### config.mk
export PLATFORM = sky130hd
export DESIGN_NAME = alu_cmd_driver_flat
export DESIGN_NICKNAME = d
export VERILOG_FILES = /design/src/rtl/alu_cmd_driver_pkg.sv /design/src/rtl/alu_cmd_driver_if.sv /design/src/rtl/alu_op_check.sv /design/src/rtl/alu_cmd_driver.sv /design/src/flat_wrapper.sv
export SDC_FILE = /design/constraint.sdc
export NUM_CORES = 1
export LEC_CHECK = 0
export CAP_MARGIN = 40
export CORE_ASPECT_RATIO = 0.5
export CORE_MARGIN = 2
export CORE_UTILIZATION = 43
export DETAILED_ROUTE_END_ITERATION = 7
export GPL_ROUTABILITY_DRIVEN = 0
export PLACE_DENSITY = 0.86
export SLEW_MARGIN = 20
export SYNTH_ARGS = -nofsm -noshare
export SYNTH_HDL_FRONTEND = slang
export SYNTH_SLANG_ARGS = --single-unit
### constraint.sdc
create_clock -name clk -period 11.66 [get_ports clk]
set_input_delay 3.498 -clock clk [delete_from_list [all_inputs] [get_ports clk]]
set_output_delay 3.498 -clock clk [all_outputs]
set_load 0.01 [all_outputs]
### src/rtl/alu_cmd_driver_pkg.sv
// rtl/alu_cmd_driver_pkg.sv - ALU F-code and driver FSM state encodings
package alu_cmd_driver_pkg;

    localparam logic [2:0] OP_AND  = 3'b000;
    localparam logic [2:0] OP_OR   = 3'b001;
    localparam logic [2:0] OP_ADD  = 3'b010;
    localparam logic [2:0] OP_ILL  = 3'b011;
    localparam logic [2:0] OP_ANDN = 3'b100;
    localparam logic [2:0] OP_ORN  = 3'b101;
    localparam logic [2:0] OP_SUB  = 3'b110;
    localparam logic [2:0] OP_SLT  = 3'b111;

    localparam logic [1:0] S_IDLE = 2'd0;
    localparam logic [1:0] S_EXEC = 2'd1;
    localparam logic [1:0] S_RESP = 2'd2;

    function automatic logic op_is_legal(input logic [2:0] op);
        return op != OP_ILL;
    endfunction

endpackage

### src/rtl/alu_cmd_driver_if.sv
// rtl/alu_cmd_driver_if.sv - request, ALU and response channels of the ALU command driver
interface alu_cmd_driver_if #(
    parameter int WIDTH = 32,
    parameter int TAG_W = 4
);
    logic             req_valid;
    logic             req_ready;
    logic [2:0]       req_op;
    logic [WIDTH-1:0] req_a;
    logic [WIDTH-1:0] req_b;
    logic [TAG_W-1:0] req_tag;
    logic [2:0]       alu_f;
    logic [WIDTH-1:0] alu_a;
    logic [WIDTH-1:0] alu_b;
    logic [WIDTH-1:0] alu_y;
    logic             alu_zero;
    logic             alu_ovf;
    logic             rsp_valid;
    logic             rsp_ready;
    logic [WIDTH-1:0] rsp_y;
    logic             rsp_zero;
    logic             rsp_ovf;
    logic             rsp_err;
    logic [TAG_W-1:0] rsp_tag;
    logic             ovf_trap;
    logic             trap_clr;

    modport master (
        output req_valid, req_op, req_a, req_b, req_tag, rsp_ready, trap_clr,
               alu_y, alu_zero, alu_ovf,
        input  req_ready, alu_f, alu_a, alu_b, rsp_valid, rsp_y, rsp_zero,
               rsp_ovf, rsp_err, rsp_tag, ovf_trap
    );

    modport slave (
        input  req_valid, req_op, req_a, req_b, req_tag, rsp_ready, trap_clr,
               alu_y, alu_zero, alu_ovf,
        output req_ready, alu_f, alu_a, alu_b, rsp_valid, rsp_y, rsp_zero,
               rsp_ovf, rsp_err, rsp_tag, ovf_trap
    );
endinterface

### src/rtl/alu_op_check.sv
// rtl/alu_op_check.sv - classifies an ALU F code as legal and as overflow-relevant
module alu_op_check
    import alu_cmd_driver_pkg::*;
(
    input  logic [2:0] op,
    output logic       legal,
    output logic       ovf_mask
);
    assign legal    = op_is_legal(op);
    // Overflow is only meaningful for the arithmetic ops; SLT's internal subtract is not reported.
    assign ovf_mask = (op == OP_ADD) || (op == OP_SUB);
endmodule

### src/rtl/alu_cmd_driver.sv
// rtl/alu_cmd_driver.sv - registered initiator for an external 32-bit ALU; sticky trap via ALU_DRV_OVF_TRAP_EN
module alu_cmd_driver
    import alu_cmd_driver_pkg::*;
#(
    parameter int WIDTH = 32,
    parameter int TAG_W = 4
) (
    input  logic           clk,
    input  logic           reset,
    alu_cmd_driver_if.slave bus
);
    logic [1:0]       state;
    logic [2:0]       f_q;
    logic [WIDTH-1:0] a_q, b_q, y_q;
    logic [TAG_W-1:0] tag_q;
    logic             zero_q, ovf_q, err_q, mask_q, trap_q;
    logic             op_legal, op_ovf_mask, accept, trap_set;

    alu_op_check u_op_check (
        .op       (bus.req_op),
        .legal    (op_legal),
        .ovf_mask (op_ovf_mask)
    );

    assign accept   = bus.req_valid && bus.req_ready;
    assign trap_set = (state == S_EXEC) && mask_q && bus.alu_ovf;

    always_ff @(posedge clk or posedge reset) begin
        if (reset) begin
            state  <= S_IDLE;
            f_q    <= '0;
            a_q    <= '0;
            b_q    <= '0;
            y_q    <= '0;
            tag_q  <= '0;
            zero_q <= 1'b0;
            ovf_q  <= 1'b0;
            err_q  <= 1'b0;
            mask_q <= 1'b0;
        end else begin
            case (state)
                S_IDLE: begin
                    if (accept) begin
                        tag_q <= bus.req_tag;
                        if (op_legal) begin
                            f_q    <= bus.req_op;
                            a_q    <= bus.req_a;
                            b_q    <= bus.req_b;
                            mask_q <= op_ovf_mask;
                            state  <= S_EXEC;
                        end else begin
                            // Illegal op: respond immediately, leave the ALU operands untouched.
                            y_q    <= '0;
                            zero_q <= 1'b0;
                            ovf_q  <= 1'b0;
                            err_q  <= 1'b1;
                            state  <= S_RESP;
                        end
                    end
                end
                S_EXEC: begin
                    y_q    <= bus.alu_y;
                    zero_q <= bus.alu_zero;
                    ovf_q  <= bus.alu_ovf && mask_q;
                    err_q  <= 1'b0;
                    state  <= S_RESP;
                end
                S_RESP: begin
                    if (bus.rsp_ready) begin
                        state <= S_IDLE;
                    end
                end
                default: state <= S_IDLE;
            endcase
        end
    end

`ifdef ALU_DRV_OVF_TRAP_EN
    // Set has priority over a coincident clear so an overflow is never lost.
    always_ff @(posedge clk or posedge reset) begin
        if (reset) begin
            trap_q <= 1'b0;
        end else if (trap_set) begin
            trap_q <= 1'b1;
        end else if (bus.trap_clr) begin
            trap_q <= 1'b0;
        end
    end
`else
    assign trap_q = 1'b0;
    logic unused_trap;
    assign unused_trap = bus.trap_clr ^ trap_set;
`endif

    assign bus.req_ready = (state == S_IDLE) && !trap_q;
    assign bus.alu_f     = f_q;
    assign bus.alu_a     = a_q;
    assign bus.alu_b     = b_q;
    assign bus.rsp_valid = (state == S_RESP);
    assign bus.rsp_y     = y_q;
    assign bus.rsp_zero  = zero_q;
    assign bus.rsp_ovf   = ovf_q;
    assign bus.rsp_err   = err_q;
    assign bus.rsp_tag   = tag_q;
    assign bus.ovf_trap  = trap_q;
endmodule

### src/flat_wrapper.sv
// flat-port wrapper written by rule: the top's interface ports become plain ports
module alu_cmd_driver_flat import alu_cmd_driver_pkg::*;
#(
    parameter int WIDTH = 32,
    parameter int TAG_W = 4
)
  (clk, reset, bus_req_valid, bus_req_op, bus_req_a, bus_req_b, bus_req_tag, bus_rsp_ready, bus_trap_clr, bus_alu_y, bus_alu_zero, bus_alu_ovf, bus_req_ready, bus_alu_f, bus_alu_a, bus_alu_b, bus_rsp_valid, bus_rsp_y, bus_rsp_zero, bus_rsp_ovf, bus_rsp_err, bus_rsp_tag, bus_ovf_trap);
  alu_cmd_driver_if #(.WIDTH(WIDTH), .TAG_W(TAG_W)) bus_i ();
  input  logic clk;
  input  logic reset;
  input wire logic [$bits(bus_i.req_valid)-1:0] bus_req_valid;
  input wire logic [$bits(bus_i.req_op)-1:0] bus_req_op;
  input wire logic [$bits(bus_i.req_a)-1:0] bus_req_a;
  input wire logic [$bits(bus_i.req_b)-1:0] bus_req_b;
  input wire logic [$bits(bus_i.req_tag)-1:0] bus_req_tag;
  input wire logic [$bits(bus_i.rsp_ready)-1:0] bus_rsp_ready;
  input wire logic [$bits(bus_i.trap_clr)-1:0] bus_trap_clr;
  input wire logic [$bits(bus_i.alu_y)-1:0] bus_alu_y;
  input wire logic [$bits(bus_i.alu_zero)-1:0] bus_alu_zero;
  input wire logic [$bits(bus_i.alu_ovf)-1:0] bus_alu_ovf;
  output wire logic [$bits(bus_i.req_ready)-1:0] bus_req_ready;
  output wire logic [$bits(bus_i.alu_f)-1:0] bus_alu_f;
  output wire logic [$bits(bus_i.alu_a)-1:0] bus_alu_a;
  output wire logic [$bits(bus_i.alu_b)-1:0] bus_alu_b;
  output wire logic [$bits(bus_i.rsp_valid)-1:0] bus_rsp_valid;
  output wire logic [$bits(bus_i.rsp_y)-1:0] bus_rsp_y;
  output wire logic [$bits(bus_i.rsp_zero)-1:0] bus_rsp_zero;
  output wire logic [$bits(bus_i.rsp_ovf)-1:0] bus_rsp_ovf;
  output wire logic [$bits(bus_i.rsp_err)-1:0] bus_rsp_err;
  output wire logic [$bits(bus_i.rsp_tag)-1:0] bus_rsp_tag;
  output wire logic [$bits(bus_i.ovf_trap)-1:0] bus_ovf_trap;
  assign bus_i.req_valid = bus_req_valid;
  assign bus_i.req_op = bus_req_op;
  assign bus_i.req_a = bus_req_a;
  assign bus_i.req_b = bus_req_b;
  assign bus_i.req_tag = bus_req_tag;
  assign bus_i.rsp_ready = bus_rsp_ready;
  assign bus_i.trap_clr = bus_trap_clr;
  assign bus_i.alu_y = bus_alu_y;
  assign bus_i.alu_zero = bus_alu_zero;
  assign bus_i.alu_ovf = bus_alu_ovf;
  assign bus_req_ready = bus_i.req_ready;
  assign bus_alu_f = bus_i.alu_f;
  assign bus_alu_a = bus_i.alu_a;
  assign bus_alu_b = bus_i.alu_b;
  assign bus_rsp_valid = bus_i.rsp_valid;
  assign bus_rsp_y = bus_i.rsp_y;
  assign bus_rsp_zero = bus_i.rsp_zero;
  assign bus_rsp_ovf = bus_i.rsp_ovf;
  assign bus_rsp_err = bus_i.rsp_err;
  assign bus_rsp_tag = bus_i.rsp_tag;
  assign bus_ovf_trap = bus_i.ovf_trap;
  alu_cmd_driver #(.WIDTH(WIDTH), .TAG_W(TAG_W)) u_core (.clk(clk), .reset(reset), .bus(bus_i));
endmodule
==> impl.org <==
** Clocking
- Count of buffers added by post-CTS timing repair for setup :: 0
- For this design, the sink count on the clock tree is between 100 and 150.
- After clock tree synthesis, the clock-pin slew on the worst setup and hold paths is 70 ps.
- # hold bufs at CTS :: 0
- Clock tree root buffer cell :: clkbuf_16
- In this run the number of H-tree levels came out at 3.
- Clock latency of the later-clocked register in the worst-skew pair :: 340 ps
- TritonCTS clock tree :: built
- The number of gates resized after CTS was 0.
- Worst-case clock buffer depth :: 2
- Number of buffers created by CTS :: 9

** Yosys
- For this run, the leading register cell type out of synthesis is dfrtp_1.
- In this run, synthesis inferred 0 flip-flops with an integrated enable.
- Ys async rst share :: 100.0%
- After synthesis, the most frequently instantiated cells are dfrtp_1, mux2_4, a22o_1.
- By area, the combinational part of the netlist is dominated by multiplexers.
- Area share of the leading cell type in the synthesized netlist :: 64.02%
- Largest area contributor in the synthesized netlist :: dfrtp_1
- Synth Register Bits :: between 100 and 150
- Dominant cell by count in the synthesized netlist :: dfrtp_1
- Sequential cell area fraction in the yosys report :: 64.02%
- In the post-synthesis netlist, the biggest area contributors are dfrtp_1, mux2_4, a22o_1, mux2_2, buf_12.
- Adder-cell share of the synthesized area :: 0%
- Simple-Gate Fraction of Synth Area :: under 10%
- After Yosys synthesis, XOR and XNOR cells account for 0% of the synthesized area.
- A synthesized cell averages 16.51 µm².
- Summing the areas of all compound-gate instances in the mapped netlist gives 8.370% of the synthesized area.
- Synthesized instance count :: between 200 and 300
- Fraction of synthesized area in multiplexers :: 20.70%
- Post-synthesis instance area :: roughly 4300 µm²
- When the netlist entered floorplanning its net count stood at 368.
- Yosys mapped the design onto 27 distinct sky130hd cell types.
- The Yosys step of the flow raised 0 warnings.

** Power and ir drop
- Power spread over the standard cell area amounts to 270.5 nW/µm².
- Clock network fraction of total power :: 18.5%
- Leakage power :: 0.002996 µW
- VDD IR-drop max :: 0.09769 mV
- Switching share of power :: 29.27%
- Summed over all nets, the switching power comes to around 540 µW.
- Power, Total :: 1849 µW
- Sequential fraction of design power :: 36.1%
- Internal power :: 1308 µW
- Combinational fraction of design power :: 45.4%

** Cells and area
- The repair_antennas step left the layout with diodes totalling 0.
- Area added between synthesis and finish :: 60.44%
- The final layout contains approximately 580 nets.
- Proportion of layout cells with a drive suffix above 1 :: roughly a fifth

** Global route
- Global routing consumed, over all layers together, 20.40% of the routing resources.
- Initial antenna violation count :: 0
- Entering global routing, the biggest net connects 52 pins.
- Vias in the first global route :: between 3000 and 4000
- Global-route congestion overflow total :: 0
- The first global-routing pass estimated about 17 mm of wire.

** Critical path
- Highest net fanout along the worst path :: 47
- In this design, the stage delay of the slowest critical-path cell is slightly above 700 ps.
- Capturing instance or port of the critical path :: u_core.bus.alu_b[12]$_DFFE_PP0P_
- Timing startpoint of the critical path :: bus_req_valid
- Critical Path Slowest Stage Cell :: buf_4
- Counting cells, the worst reg-to-reg path comes to 5.
- WS Path Type :: in2reg
- Data arrival at the endpoint of the critical path :: between 5000 and 6000 ps
- Counting both buffers and inverters, the worst setup path holds a total of 3.
- The critical path crosses 6 cells after its start point.
- Grouping stages by cell kind, the critical path spends the most delay in buffers and inverters.
- Data required time of the worst path :: between 10000 and 15000 ps
- The setup check on the worst reg-to-reg path leaves a slack of 9100 ps.
- The worst setup path is captured at a flip-flop.
- The worst register-to-register path begins at u_core.state[0]$_DFFE_PP0P_.
- Walking the worst path, the cells encountered are clkdlybuf4s50_1, nor3b_4, o21ai_2, clkinv_2, buf_4, mux2_2.
- Critical Path Start Type :: input port
- In this run the critical register-to-register path is captured at u_core.bus.alu_b[12]$_DFFE_PP0P_.

** Routing
- Length of the first detailed-routing pass in iterations :: 4
- DR WL/cell :: 18.07 µm
- The count of nets left with antenna violations once routing finished came out at 0.
- In this run, the number of DRC markers left after iteration 0 of detailed routing was around 170.
- Total via count in the routed design :: ~3000
- The final layout contains routed wiring with a total length of 11.08 mm.
- Final routed DRC violation total :: 0
- After detailed routing, the number of vias per cell comes to 4.845.

** Die
- Once the floorplan was initialized, standard cells occupied 44.66% of the core.
- Cell Rows :: 25
- The core region is 9540 µm².
- The floorplan step defined a die boundary enclosing about 11000 µm².
- For this design the top-level I/O count stands at 219.
- Die Y-Extent :: 74.39 µm
- Die width :: 144.8 µm

** Worst hold path
- Hold crit path type :: reg2reg

** Timing
- Crit share post-route :: 48.76%
- Hold Vio Cnt, Final :: 0
- Summed over all failing endpoints, the final setup total negative slack is 0 ps.
- RSZ-0062 raised after global routing :: no
- Worst setup skew after layout :: 6.229 ps
- Transition time at the pin with the least slew margin :: 808.2 ps
- The worst path needs 5686 ps of the cycle, external delays included.
- Setup violations remaining at the end of the flow were counted as 0.
- Max transition margin :: between 40% and 50%
- Timing would allow up to 0.1759 GHz.
- Total count of max-transition violations in the final report :: 0

** Placed design
- IO buf count :: 216
- The HPWL after detailed placement is 8.133 mm.

** Outcome
- Run status :: completed

** Run
- The tool flagged a number of max-cap violations equal to 0.
-- area by class of cell --
cell class,count,area [µm²]
clock buffer,12,266.5
tap,135,168.9
multi-input combinational,129,1360
timing repair buffer,221,2220
sequential,109,2728
inverter,3,15.01
fill,673,2705
clock inverter,4,77.57
-- worst min path at each step --
stage	from	to	slack, ps	depth (start not counted)
finish	u_core.bus.rsp_tag[2]$_DFFE_PP0P_	u_core.bus.rsp_tag[2]$_DFFE_PP0P_	490	2
global route	u_core.bus.alu_f[0]$_DFFE_PP0P_	u_core.bus.alu_f[0]$_DFFE_PP0P_	510	1
CTS	u_core.bus.rsp_tag[2]$_DFFE_PP0P_	u_core.bus.rsp_tag[2]$_DFFE_PP0P_	490	2
detailed placement	u_core.bus.rsp_tag[2]$_DFFE_PP0P_	u_core.bus.rsp_tag[2]$_DFFE_PP0P_	470	2
global placement	u_core.bus.rsp_tag[2]$_DFFE_PP0P_	u_core.bus.rsp_tag[2]$_DFFE_PP0P_	460	2
floorplan	u_core.mask_q$_DFFE_PP0P_	u_core.mask_q$_DFFE_PP0P_	450	1
-- layout by cell type (no fill, tap or decap), types with 3 or more instances in the layout --
| cell type | n |
|---|---|
| clkdlybuf4s50_1 | 216 |
| dfrtp_1 | 109 |
| mux2_4 | 40 |
| a22o_1 | 34 |
| mux2_2 | 25 |
| nand2_1 | 13 |
| clkbuf_16 | 9 |
| buf_4 | 4 |
| nor2_1 | 3 |
| clkbuf_8 | 3 |
-- stage by stage --
step / utilization (%) / instances / area [µm²] / hold slack [ps] / worst slack (ps)
final: 71.65 / 613 / 6835 / 486.3 / 5974
after global routing: 71.65 / 613 / 6835 / 512.2 / 5833
after CTS: 71.65 / 613 / 6835 / 485.3 / 5949
after detailed placement: 68.04 / 597 / 6491 / 468.9 / 5605
after global placement: 67.75 / 596 / 6464 / 461.1 / 5636
after floorplan: - / 258 / 4260 / 450.0 / 5288
-- per-layer routing --
layer | global-route usage (%) | part of all wire [%] | up-vias
met5 | 0 | 0 | -
li1 | - | - | 1354
met2 | 37.05 | 54 | 94
met3 | 5.151 | 4.3 | 20
met4 | 6.365 | 2.1 | 0
met1 | 24.39 | 39 | 1502
-- state kept, by name, summed over array words and instances (netlist names) --
signal	cells
u_core.bus.alu_a	32
u_core.bus.alu_b	32
u_core.bus.alu_f	3
u_core.bus.rsp_err	1
u_core.bus.rsp_ovf	1
u_core.bus.rsp_tag	4
u_core.bus.rsp_y	32
u_core.bus.rsp_zero	1
u_core.mask_q	1
u_core.state	2
-- power groups by stage --
stage | clock network [µW] | registers (µW) | logic (µW)
after floorplan | 0 | 744 | 319
after global placement | 0 | 660 | 833
after detailed placement | 0 | 669 | 850
after CTS | 350 | 669 | 852
after global routing | 363 | 691 | 886
final | 343 | 667 | 839
-- cells by family after synthesis --
kind of cell / after synthesis
mux: 65
compound gates: 42
flops: 109
other cells: 1
simple gates: 21
buf+inv: 20
-- worst reg2reg max path: stages (launching register included) --
cell and delay [ps]:
dfrtp_1 490, nor3b_4 360, o21ai_2 170, clkinv_2 280
buf_4 710, mux2_2 450
Note: power is estimated with default switching activity, not from simulation.
